==> src/rtl/sram_req_queue.sv <==
// -----------------------------------------------------------------------------
// sram_req_queue
//
// Request front-end for the 23K640 SPI SRAM controller. Application requests
// are buffered in a small FIFO; the head request is presented to the controller
// one at a time. Its fields stay stable until the controller reports completion,
// and a completion record is returned to the application for every request.
// A watchdog aborts a request whose completion never arrives. A free-running
// divider produces the controller's i_advance tick.
//
// Handshake semantics (all signals sampled on the rising edge of i_clk):
//   - Application side: a request is taken on every cycle where
//     i_req_valid & o_req_ready. o_req_ready depends only on occupancy,
//     never on i_req_valid.
//   - Controller side: o_valid is high while a request is being offered.
//     i_accept high in such a cycle takes the request. Completion is the
//     rising edge of i_ready seen after acceptance. A level that is already
//     high when acceptance happens does not count.
//   - Completion side: o_cpl_valid is a one-cycle pulse with no back-pressure.
//     o_cpl_err marks a watchdog abort.
//
// Ports:
//   i_clk, i_rst_n        clock, asynchronous active-low reset
//   i_req_valid / o_req_ready / i_req_rd_n_wr / i_req_addr / i_req_data
//                         application request channel
//   o_advance             one-cycle tick every DIV clocks
//   o_valid / i_accept / o_rd_n_wr / o_addr / o_data
//                         request offered to the controller
//   i_ready / i_data      controller completion and read data
//   o_cpl_valid / o_cpl_rd_n_wr / o_cpl_addr / o_cpl_data / o_cpl_err
//                         completion returned to the application
//   o_level               occupancy, including the in-flight head
//   o_state               current FSM state (debug observation)
// -----------------------------------------------------------------------------
module sram_req_queue #(
  parameter int DEPTH   = 4,
  parameter int DIV     = 4,
  parameter int TIMEOUT = 1024
) (
  input  logic                     i_clk,
  input  logic                     i_rst_n,
  input  logic                     i_req_valid,
  output logic                     o_req_ready,
  input  logic                     i_req_rd_n_wr,
  input  logic [15:0]              i_req_addr,
  input  logic [7:0]               i_req_data,
  output logic                     o_advance,
  output logic                     o_valid,
  input  logic                     i_accept,
  output logic                     o_rd_n_wr,
  output logic [15:0]              o_addr,
  output logic [7:0]               o_data,
  input  logic                     i_ready,
  input  logic [7:0]               i_data,
  output logic                     o_cpl_valid,
  output logic                     o_cpl_rd_n_wr,
  output logic [15:0]              o_cpl_addr,
  output logic [7:0]               o_cpl_data,
  output logic                     o_cpl_err,
  output logic [$clog2(DEPTH):0]   o_level,
  output logic [1:0]               o_state
);

  localparam int AW = $clog2(DEPTH);
  localparam int LW = AW + 1;
  localparam int DW = $clog2(DIV);
  localparam int TW = $clog2(TIMEOUT);

  localparam logic [DW-1:0] DIV_LAST   = DW'(DIV - 1);
  localparam logic [TW-1:0] TO_LAST    = TW'(TIMEOUT - 1);
  localparam logic [LW-1:0] FULL_LEVEL = LW'(DEPTH);

  typedef enum logic [1:0] {
    S_IDLE  = 2'd0,
    S_ISSUE = 2'd1,
    S_WAIT  = 2'd2,
    S_DONE  = 2'd3
  } state_t;

  state_t state;

  // ---------------------------------------------------------------------------
  // Advance divider: counts 0..DIV-1 from reset release, ticks on the last
  // count.
  // ---------------------------------------------------------------------------
  logic [DW-1:0] div_cnt;

  always_ff @(posedge i_clk or negedge i_rst_n) begin
    if (!i_rst_n) begin
      div_cnt <= '0;
    end else if (div_cnt == DIV_LAST) begin
      div_cnt <= '0;
    end else begin
      div_cnt <= div_cnt + DW'(1);
    end
  end

  assign o_advance = (div_cnt == DIV_LAST);

  // ---------------------------------------------------------------------------
  // Request FIFO. The head entry stays resident while it is in flight and is
  // popped only in the DONE cycle. As a result, o_level counts the in-flight
  // request, and a full queue keeps refusing pushes even in the cycle the
  // head completes.
  // ---------------------------------------------------------------------------
  logic          mem_rd   [DEPTH];
  logic [15:0]   mem_addr [DEPTH];
  logic [7:0]    mem_data [DEPTH];

  logic [AW-1:0] wr_ptr;
  logic [AW-1:0] rd_ptr;
  logic [LW-1:0] level;
  logic          push;
  logic          pop;

  assign o_req_ready = (level != FULL_LEVEL);
  assign push        = i_req_valid & o_req_ready;
  assign pop         = (state == S_DONE);
  assign o_level     = level;

  // Storage needs no reset: an entry is only read after it has been written.
  always_ff @(posedge i_clk) begin
    if (push) begin
      mem_rd[wr_ptr]   <= i_req_rd_n_wr;
      mem_addr[wr_ptr] <= i_req_addr;
      mem_data[wr_ptr] <= i_req_data;
    end
  end

  always_ff @(posedge i_clk or negedge i_rst_n) begin
    if (!i_rst_n) begin
      wr_ptr <= '0;
      rd_ptr <= '0;
      level  <= '0;
    end else begin
      if (push) begin
        wr_ptr <= wr_ptr + AW'(1);
      end
      if (pop) begin
        rd_ptr <= rd_ptr + AW'(1);
      end
      case ({push, pop})
        2'b10:   level <= level + LW'(1);
        2'b01:   level <= level - LW'(1);
        default: level <= level;
      endcase
    end
  end

  // ---------------------------------------------------------------------------
  // Completion edge detection. The delayed copy runs every cycle, so a level
  // that went high during ISSUE (or earlier) is already in ready_q on the
  // first WAIT cycle and does not register as a rising edge.
  // ---------------------------------------------------------------------------
  logic ready_q;
  logic ready_rise;

  always_ff @(posedge i_clk or negedge i_rst_n) begin
    if (!i_rst_n) begin
      ready_q <= 1'b0;
    end else begin
      ready_q <= i_ready;
    end
  end

  assign ready_rise = i_ready & ~ready_q;

  // ---------------------------------------------------------------------------
  // Issue / completion FSM.
  // ---------------------------------------------------------------------------
  logic [TW-1:0] to_cnt;
  logic          fin_ok;
  logic          fin_to;

  // A genuine completion wins over a watchdog expiry in the same cycle,
  // because the read data is valid and the request really finished.
  always_comb begin
    fin_ok = 1'b0;
    fin_to = 1'b0;
    if (state == S_WAIT && ready_rise) begin
      fin_ok = 1'b1;
    end else if ((state == S_ISSUE || state == S_WAIT) && to_cnt == TO_LAST) begin
      fin_to = 1'b1;
    end
  end

  always_ff @(posedge i_clk or negedge i_rst_n) begin
    if (!i_rst_n) begin
      state         <= S_IDLE;
      to_cnt        <= '0;
      o_valid       <= 1'b0;
      o_rd_n_wr     <= 1'b0;
      o_addr        <= '0;
      o_data        <= '0;
      o_cpl_valid   <= 1'b0;
      o_cpl_rd_n_wr <= 1'b0;
      o_cpl_addr    <= '0;
      o_cpl_data    <= '0;
      o_cpl_err     <= 1'b0;
    end else begin
      o_cpl_valid <= 1'b0;
      if (fin_ok || fin_to) begin
        // The head fields are still held in o_* here, so they supply the
        // completion record.
        state         <= S_DONE;
        o_valid       <= 1'b0;
        o_cpl_valid   <= 1'b1;
        o_cpl_err     <= fin_to;
        o_cpl_rd_n_wr <= o_rd_n_wr;
        o_cpl_addr    <= o_addr;
        if (fin_to) begin
          o_cpl_data <= '0;
        end else if (o_rd_n_wr) begin
          o_cpl_data <= i_data;
        end else begin
          o_cpl_data <= o_data;
        end
      end else begin
        case (state)
          S_IDLE: begin
            if (level != '0) begin
              // Capture the head once. It cannot change until it is popped.
              state     <= S_ISSUE;
              o_valid   <= 1'b1;
              to_cnt    <= '0;
              o_rd_n_wr <= mem_rd[rd_ptr];
              o_addr    <= mem_addr[rd_ptr];
              o_data    <= mem_data[rd_ptr];
            end
          end
          S_ISSUE: begin
            to_cnt <= to_cnt + TW'(1);
            if (i_accept) begin
              state   <= S_WAIT;
              o_valid <= 1'b0;
            end
          end
          S_WAIT: begin
            to_cnt <= to_cnt + TW'(1);
          end
          S_DONE: begin
            state <= S_IDLE;
          end
          default: begin
            state <= S_IDLE;
          end
        endcase
      end
    end
  end

  assign o_state = state;

endmodule

==> config.mk <==
export PLATFORM = sky130hd
export DESIGN_NAME = sram_req_queue
export DESIGN_NICKNAME = d
export VERILOG_FILES = /design/src/rtl/sram_req_queue.sv
export SDC_FILE = /design/constraint.sdc
export NUM_CORES = 1
export LEC_CHECK = 0
export BUFFER_PORTS_ARGS = -buffer_cell sky130_fd_sc_hd__buf_4
export CORE_MARGIN = 5
export CORE_UTILIZATION = 35
export DETAILED_ROUTE_END_ITERATION = 16
export SETUP_SLACK_MARGIN = 0.4
export SYNTH_ARGS = -nofsm -noshare
export SYNTH_HDL_FRONTEND = slang
export SYNTH_SLANG_ARGS = --single-unit
export TNS_END_PERCENT = 50
==> constraint.sdc <==
create_clock -name i_clk -period 3.55 [get_ports i_clk]
set_input_delay 0.5325 -clock i_clk [delete_from_list [all_inputs] [get_ports i_clk]]
set_output_delay 0.5325 -clock i_clk [all_outputs]
set_load 0.005 [all_outputs]
==> results of run 1 <==
==> path summary, 6_finish.rpt <==
path / startpoint / endpoint / depth (start not counted)
worst max-delay path: o_state[0] / o_addr[9] / 9
worst max register to register: o_state[0] / o_addr[9] / 9
min in group asynchronous: i_rst_n / div_cnt[1] / 1
worst min register to register: div_cnt[0] / div_cnt[0] / 1
max in group asynchronous: i_rst_n / rd_ptr[0] / 1
worst min-delay path: i_ready / ready_q / 1
==> cells by family after synthesis <==
group | synth area share
adder cells (fa/ha/maj) | 0.0225
buffers and inverters | 0.0211
AND/OR/NAND/NOR | 0.0358
AO/OA/AOI/OAI | 0.0410
multiplexers | 0.175
flip-flops | 0.697
XOR/XNOR | 0.00751
==> registers in the layout, summed over array words and instances (netlist names) <==
register / cells
o_rd_n_wr: 1
mem_addr: 64
o_valid: 1
mem_rd: 4
o_level: 3
ready_q: 1
o_cpl_data: 8
div_cnt: 2
o_cpl_err: 1
mem_data: 32
to_cnt: 10
o_addr: 16
rd_ptr: 2
wr_ptr: 2
o_data: 8
o_state: 2
o_cpl_rd_n_wr: 1
o_cpl_addr: 16
o_cpl_valid: 1
==> critical path, stage by stage, from the launching register on <==
cell and delay, ps:
sky130_fd_sc_hd__dfrtp_1 440, sky130_fd_sc_hd__inv_1 100, sky130_fd_sc_hd__ha_1 470, sky130_fd_sc_hd__nand4_1 190, sky130_fd_sc_hd__or3_4 160, sky130_fd_sc_hd__and2_4 220, sky130_fd_sc_hd__clkinv_4 230, sky130_fd_sc_hd__nor2b_4 160
sky130_fd_sc_hd__buf_4 450, sky130_fd_sc_hd__mux2_2 390
==> per-layer routing <==
metal	part of all wire	wire length [um]
met1	0.41	5720
met4	0.016	215
met2	0.50	6950
met3	0.071	982
met5	0	0
==> stage by stage <==
step	hold slack, ps	instance area, um^2	worst slack (ps)
5_1_grt	219	8580	426
3_5_place_dp	420	7990	594
4_1_cts	213	8580	586
2_1_floorplan	237	7000	1220
3_3_place_gp	414	7990	719
6_report	234	8580	599
==> layout by cell type, fill, tap and decap left out, types with 4 or more instances in the layout <==
cell type and count:
sky130_fd_sc_hd__dfrtp_1 74, sky130_fd_sc_hd__nand2_1 12, sky130_fd_sc_hd__and3_2 4, sky130_fd_sc_hd__mux4_2 25, sky130_fd_sc_hd__mux2_2 23, sky130_fd_sc_hd__nand3_1 4
sky130_fd_sc_hd__inv_1 11, sky130_fd_sc_hd__buf_4 100, sky130_fd_sc_hd__mux2_4 20, sky130_fd_sc_hd__o2bb2ai_1 8, sky130_fd_sc_hd__a21oi_1 6, sky130_fd_sc_hd__ha_1 11
sky130_fd_sc_hd__a31oi_1 4, sky130_fd_sc_hd__nor2_1 5, sky130_fd_sc_hd__edfxtp_1 100, sky130_fd_sc_hd__o21ai_0 8, sky130_fd_sc_hd__clkbuf_16 17, sky130_fd_sc_hd__mux2i_1 10
==> area by class of cell <==
class	count	area, um^2	share of cell area
sequential	175	4880	0.569
clock inverter	13	159	0.0185
tap	265	332	0.0386
clock buffer	19	433	0.0504
multi-input combinational	179	1980	0.231
inverter	12	50.0	0.00583
timing repair buffer	100	751	0.0875
==> synth_stat cells, types with 2 or more instances <==
cell type / instances / share of area
sky130_fd_sc_hd__edfxtp_1: 100 / 0.43
sky130_fd_sc_hd__mux2i_1: 10 / 0.014
sky130_fd_sc_hd__nand3_1: 4 / 0.0029
sky130_fd_sc_hd__buf_2: 3 / 0.0021
sky130_fd_sc_hd__buf_1: 3 / 0.0016
sky130_fd_sc_hd__and3_1: 7 / 0.0063
sky130_fd_sc_hd__a41oi_1: 3 / 0.0038
sky130_fd_sc_hd__o21ai_0: 8 / 0.0057
sky130_fd_sc_hd__mux4_2: 25 / 0.080
sky130_fd_sc_hd__buf_6: 4 / 0.0064
sky130_fd_sc_hd__nor2_1: 5 / 0.0027
sky130_fd_sc_hd__mux2_4: 20 / 0.043
sky130_fd_sc_hd__a31oi_1: 4 / 0.0036
sky130_fd_sc_hd__ha_1: 11 / 0.020
sky130_fd_sc_hd__nand2_1: 12 / 0.0064
sky130_fd_sc_hd__dfrtp_1: 75 / 0.27
sky130_fd_sc_hd__clkbuf_1: 7 / 0.0038
sky130_fd_sc_hd__inv_1: 11 / 0.0059
sky130_fd_sc_hd__xor2_1: 3 / 0.0038
sky130_fd_sc_hd__nor3_1: 3 / 0.0021
sky130_fd_sc_hd__xnor2_1: 3 / 0.0038
sky130_fd_sc_hd__o2bb2ai_1: 8 / 0.010
sky130_fd_sc_hd__a211o_1: 3 / 0.0038
sky130_fd_sc_hd__nand4_1: 3 / 0.0027
sky130_fd_sc_hd__o211a_1: 2 / 0.0029
sky130_fd_sc_hd__a21oi_1: 6 / 0.0043
sky130_fd_sc_hd__mux2_2: 23 / 0.037
==> power breakdown <==
part / switching [uW] / internal, uW / total, uW / leakage (uW)
clock: 748 / 1110 / 1860 / 0.000286
sequential: 476 / 2800 / 3270 / 0.00183
combinational: 1040 / 1440 / 2480 / 0.00133
==> summary.txt, run 1 <==
Critical path
  – Setup CP Type: reg2reg
  – Slack of the worst reg-to-reg path: 600 ps
  – Crit path DAT: between 3000 and 4000 ps
  – Category of the worst setup path launch point: flop
  – Maximum net fanout on the critical path: 25
  – Worst EP required: 3850 ps
  – Category of the worst setup path capture point: flop

Job
  – Count of max-cap constraint violations: 0

Synthesis
  – Sequential cell area fraction in the yosys report: 0.697
  – Fraction of registers with async set/reset: 0.429
  – Ys flop type: sky130_fd_sc_hd__edfxtp_1
  – Gate Count Post-Synth: 383
  – Synthesized flop and latch total: 175
  – Yosys synthesis warning count: 0
  – Area of the mapped netlist: 0.00700 mm^2
  – Post-synth EDFFs: 100
  – Average size of a mapped cell: 18.3 um^2
  – Number of distinct library cells after synthesis: 44
  – Synth Net Count: about 430

Global route
  – Total grt overflow: 0
  – Largest net degree at the start of global routing: 76
  – Met2 routing resource usage after global routing: 0.208
  – Global Route Usage Sum: 0.126
  – Top Usage Layer GRT: met2
  – Wire length of the first global-routing pass: approximately 21000 um
  – Met3 global-route usage: 0.0476
  – M1 GR Usage: 0.151
  – Initial antenna violation count: 0
  – Vias in the first global route: 3866

Floorplanning
  – Die ar.: 0.0229 mm^2
  – Initial Utilization: 0.357
  – Die Y: 151 um
  – Total core area: 0.0196 mm^2
  – Total number of placement rows: 51
  – Floorplan die width: ~150 um
  – Number of top-level pins: 98

Cells and area
  – Number of inserted filler cells in the final layout: 1708
  – Core Util, Final: 0.438
  – Non-filler cells, final: 763
  – Number of inserted diodes: 0
  – Area added between synthesis and finish: 22.7%
  – Ratio of cells with drive above 1 in the final layout: 0.418
  – Net count, final: approximately 540

Clock tree
  – Number of buffers inserted to repair setup after CTS: 0
  – Total clock buffers created by CTS: 17
  – Maximum level of the CTS H-tree: 4
  – Root Driver: sky130_fd_sc_hd__clkbuf_16
  – Maximum buffer depth of the clock tree: 2
  – Hold buffers post-CTS: 0
  – Clk_lat worst skew: about 420 ps
  – Cts repair resizes: 0
  – Num Clock Sinks: about 180
  – Clock tree from TritonCTS: built
  – Clock transition time at the flip-flop clock pins of the worst setup and hold paths: 60 ps

Timing
  – Final count of hold timing violations: 0
  – Tmin final: 2950 ps
  – Final TNS setup: 0 ps
  – RSZ-0062 raised after global routing: no
  – Measured slew at the worst slew-check pin: slightly below 1000 ps
  – Clock tree skew after final layout: 8.17 ps
  – Post-route clock period utilization: 0.831
  – Fmax: 339 MHz
  – Rel. slew slack: 0.343
  – Total of endpoints with negative setup slack in the final report: 0
  – Count of final max-slew check failures: 0

Pwr
  – Leakage dissipation: 0.00345 uW
  – Power per cell area: 886 mW/mm^2
  – Max VDD drop: 359 uV
  – Total design power: between 7000 and 8000 uW

Routing
  – Routed Wire Length: between 10000 and 15000 um
  – Detailed-route via count: 3649
  – First-pass detailed-route iteration total: 4
  – Number of nets with antenna violations after routing: 0
  – DRC errors left: 0
  – Violation count after the first detailed-routing iteration: ~200
  – Mean routed wirelength per cell: 18.2 um
  – Post-detailed-route via-to-cell ratio: 4.78

Place
  – Routability congestion estimate from global placement: 0.779
  – Number of buffers inserted by port buffering: 97
  – Detail Placement HPWL: 8930 um
  – Placed cell count: around 730

Min path
  – Min-Delay Path Class: in2reg

Status
  – Status: finished clean
Power figures use the tool's default switching activity.
==> inputs of run 2 (changes only) <==
Clock period 3.55 ns to 2.5 ns, I/O delays scaled along.
==> summary.txt, run 2 (synthesis gave the netlist of run 1 again) <==
Status
  – Status: finished clean

Cells and area
  – Most frequent standard cell in the layout excluding fill and tap cells: sky130_fd_sc_hd__buf_4
  – Largest registers: mem_addr (64), mem_data (32)
  – Top library cells by usage in the layout, fill and taps aside: sky130_fd_sc_hd__buf_4, sky130_fd_sc_hd__edfxtp_1, sky130_fd_sc_hd__dfrtp_1
  – Register ranked first by flip-flop count: mem_addr
  – Max reg flops: between 60 and 70
  – Number of inserted filler cells in the final layout: 1712
  – Net count, final: approximately 550
  – Number of inserted diodes: 0
  – Area added between synthesis and finish: 26.0%
  – Non-filler cells, final: between 700 and 800
  – Ratio of cells with drive above 1 in the final layout: 0.445

Timing
  – Tmin final: 2120 ps
  – Total of endpoints with negative setup slack in the final report: 0
  – Clock tree skew after final layout: 5.81 ps
  – Rel. slew slack: 0.479
  – Measured slew at the worst slew-check pin: 781 ps
  – Post-route clock period utilization: 0.850
  – Count of final max-slew check failures: 0
  – Final TNS setup: 0 ps
  – Final count of hold timing violations: 0
  – Fmax: 471 MHz
  – RSZ-0062 raised after global routing: yes

Pwr
  – Fraction of power consumed by sequential logic: 0.410
  – Leakage dissipation: 0.00356 uW
  – Reported net switching power: 3360 uW
  – Internal power summed over all cells: 7750 uW
  – Switching Share: 0.303
  – Max VDD drop: about 470 uV
  – Power per cell area: 1260 mW/mm^2
  – Clock power frac: 0.224
  – Proportion of power drawn by combinational gates: 0.366

Critical path
  – Critical Path Max Stage Delay: 390 ps
  – Critical path startpoint: o_state[0]
  – Category of the worst setup path launch point: flop
  – Crit path DAT: 2420 ps
  – Critical register-to-register path startpoint: o_state[0]
  – Worst EP required: between 2000 and 3000 ps
  – Library cell contributing the largest single delay on the critical path: sky130_fd_sc_hd__dfrtp_1
  – Maximum net fanout on the critical path: 9
  – Critical path, cell by cell: inv_2 -> ha_4 -> nand4_1 -> or3_4 -> and2_4 -> clkinv_8 -> nor2b_4 -> clkbuf_16 -> mux2_2
  – Category of the worst setup path capture point: flop
  – Setup CP Type: reg2reg

Floorplanning
  – Die ar.: 0.0229 mm^2
  – Total number of placement rows: 51
  – Floorplan die width: 151 um
  – Die Y: ~150 um
  – Total core area: ~0.02 mm^2
  – Initial Utilization: 0.357
  – Number of top-level pins: 98

Routing
  – Detailed-route via count: 3825
  – Routed Wire Length: 15200 um
  – Post-detailed-route via-to-cell ratio: 4.90
  – DRC errors left: 0
  – Violation count after the first detailed-routing iteration: 220
  – Mean routed wirelength per cell: around 19 um
  – Number of nets with antenna violations after routing: 0
  – First-pass detailed-route iteration total: 4

Global route
  – Total grt overflow: 0
  – Vias in the first global route: just over 4k
  – Largest net degree at the start of global routing: 56
  – Global Route Usage Sum: 0.136
  – Initial antenna violation count: 0
  – Wire length of the first global-routing pass: 23100 um

Clock tree
  – Clock tree from TritonCTS: built
  – Maximum level of the CTS H-tree: 4
  – Clk_lat worst skew: slightly above 400 ps
  – Total clock buffers created by CTS: 17
  – Clock transition time at the flip-flop clock pins of the worst setup and hold paths: about 60 ps
  – Hold buffers post-CTS: 0
  – Num Clock Sinks: 175
  – Root Driver: sky130_fd_sc_hd__clkbuf_16
  – Maximum buffer depth of the clock tree: 2

Place
  – Number of buffers inserted by port buffering: between 90 and 100
  – Detail Placement HPWL: approximately 9500 um
  – Placed cell count: 737
  – Routability congestion estimate from global placement: roughly 0.74

Min path
  – Min-Delay Path Class: in2async

Job
  – Count of max-cap constraint violations: 0
run 2: worst paths after layout:
kind / slack, ps / cells after the start / end
max: 380 / 9 / o_addr[9]
min: 20 / 1 / o_cpl_data[1]
max reg2reg: 380 / 9 / o_addr[9]
min reg2reg: 430 / 1 / div_cnt[0]
max in group asynchronous: 1770 / 2 / o_data[0]
min in group i_clk: 90 / 1 / ready_q
run 2: power groups by stage:
| stage | Combinational (uW) | Sequential [uW] | Clock [uW] |
|---|---|---|---|
| final | 4060 | 4550 | 2490 |
| after floorplan | 2450 | 4420 | 0 |
| after detailed placement | 3920 | 4620 | 0 |
| after global placement | 3810 | 4570 | 0 |
| after CTS | 3970 | 4570 | 2560 |
| after global routing | 4420 | 4660 | 2690 |
run 2: what timing repair did:
item / CTS / global route
cloned: 1 / 3
resized for setup: 1 / 8
pin swaps: 1 / 1
endpoints found under the setup margin: 44 / 49
setup buffers: 4 / 4
run 2: final cells by class:
type	instances	area (um^2)	area share
repair inverters	2	27.5	0.00312
clock buffers	21	440	0.0499
clock inverters	10	116	0.0132
flip-flops and latches	175	4880	0.553
repair buffers	116	963	0.109
multi-input cells	179	2000	0.227
inverters	12	57.6	0.00653
well taps	265	332	0.0376
run 2: routing by layer:
layer / vias up / GRT usage / share of wire
li1: 1732 / - / -
met1: 1965 / 0.170 / 0.41
met2: 109 / 0.221 / 0.51
met3: 19 / 0.0449 / 0.065
met4: 0 / 0.0467 / 0.017
met5: - / 0 / 0
run 2: per-stage QoR:
stage / utilization / total power (uW) / area, um^2 / worst slack [ps] / hold WS [ps]
5_1_grt: 0.450 / 11800 / 8820 / 238 / 63.6
2_1_floorplan: - / 6870 / 7010 / 222 / 79.4
4_1_cts: 0.444 / 11100 / 8690 / 329 / 38.7
3_3_place_gp: 0.412 / 8390 / 8080 / 169 / 414
3_5_place_dp: 0.412 / 8530 / 8080 / 112 / 419
6_report: 0.450 / 11100 / 8820 / 376 / 23.0
run 2: critical path, delay by kind of cell (launching register included):
kind / cells / cell delay [ps]
AND/OR/NAND/NOR: 4 / 690
flip-flops: 1 / 390
buffers and inverters: 3 / 380
multiplexers: 1 / 330
adder cells (fa/ha/maj): 1 / 200
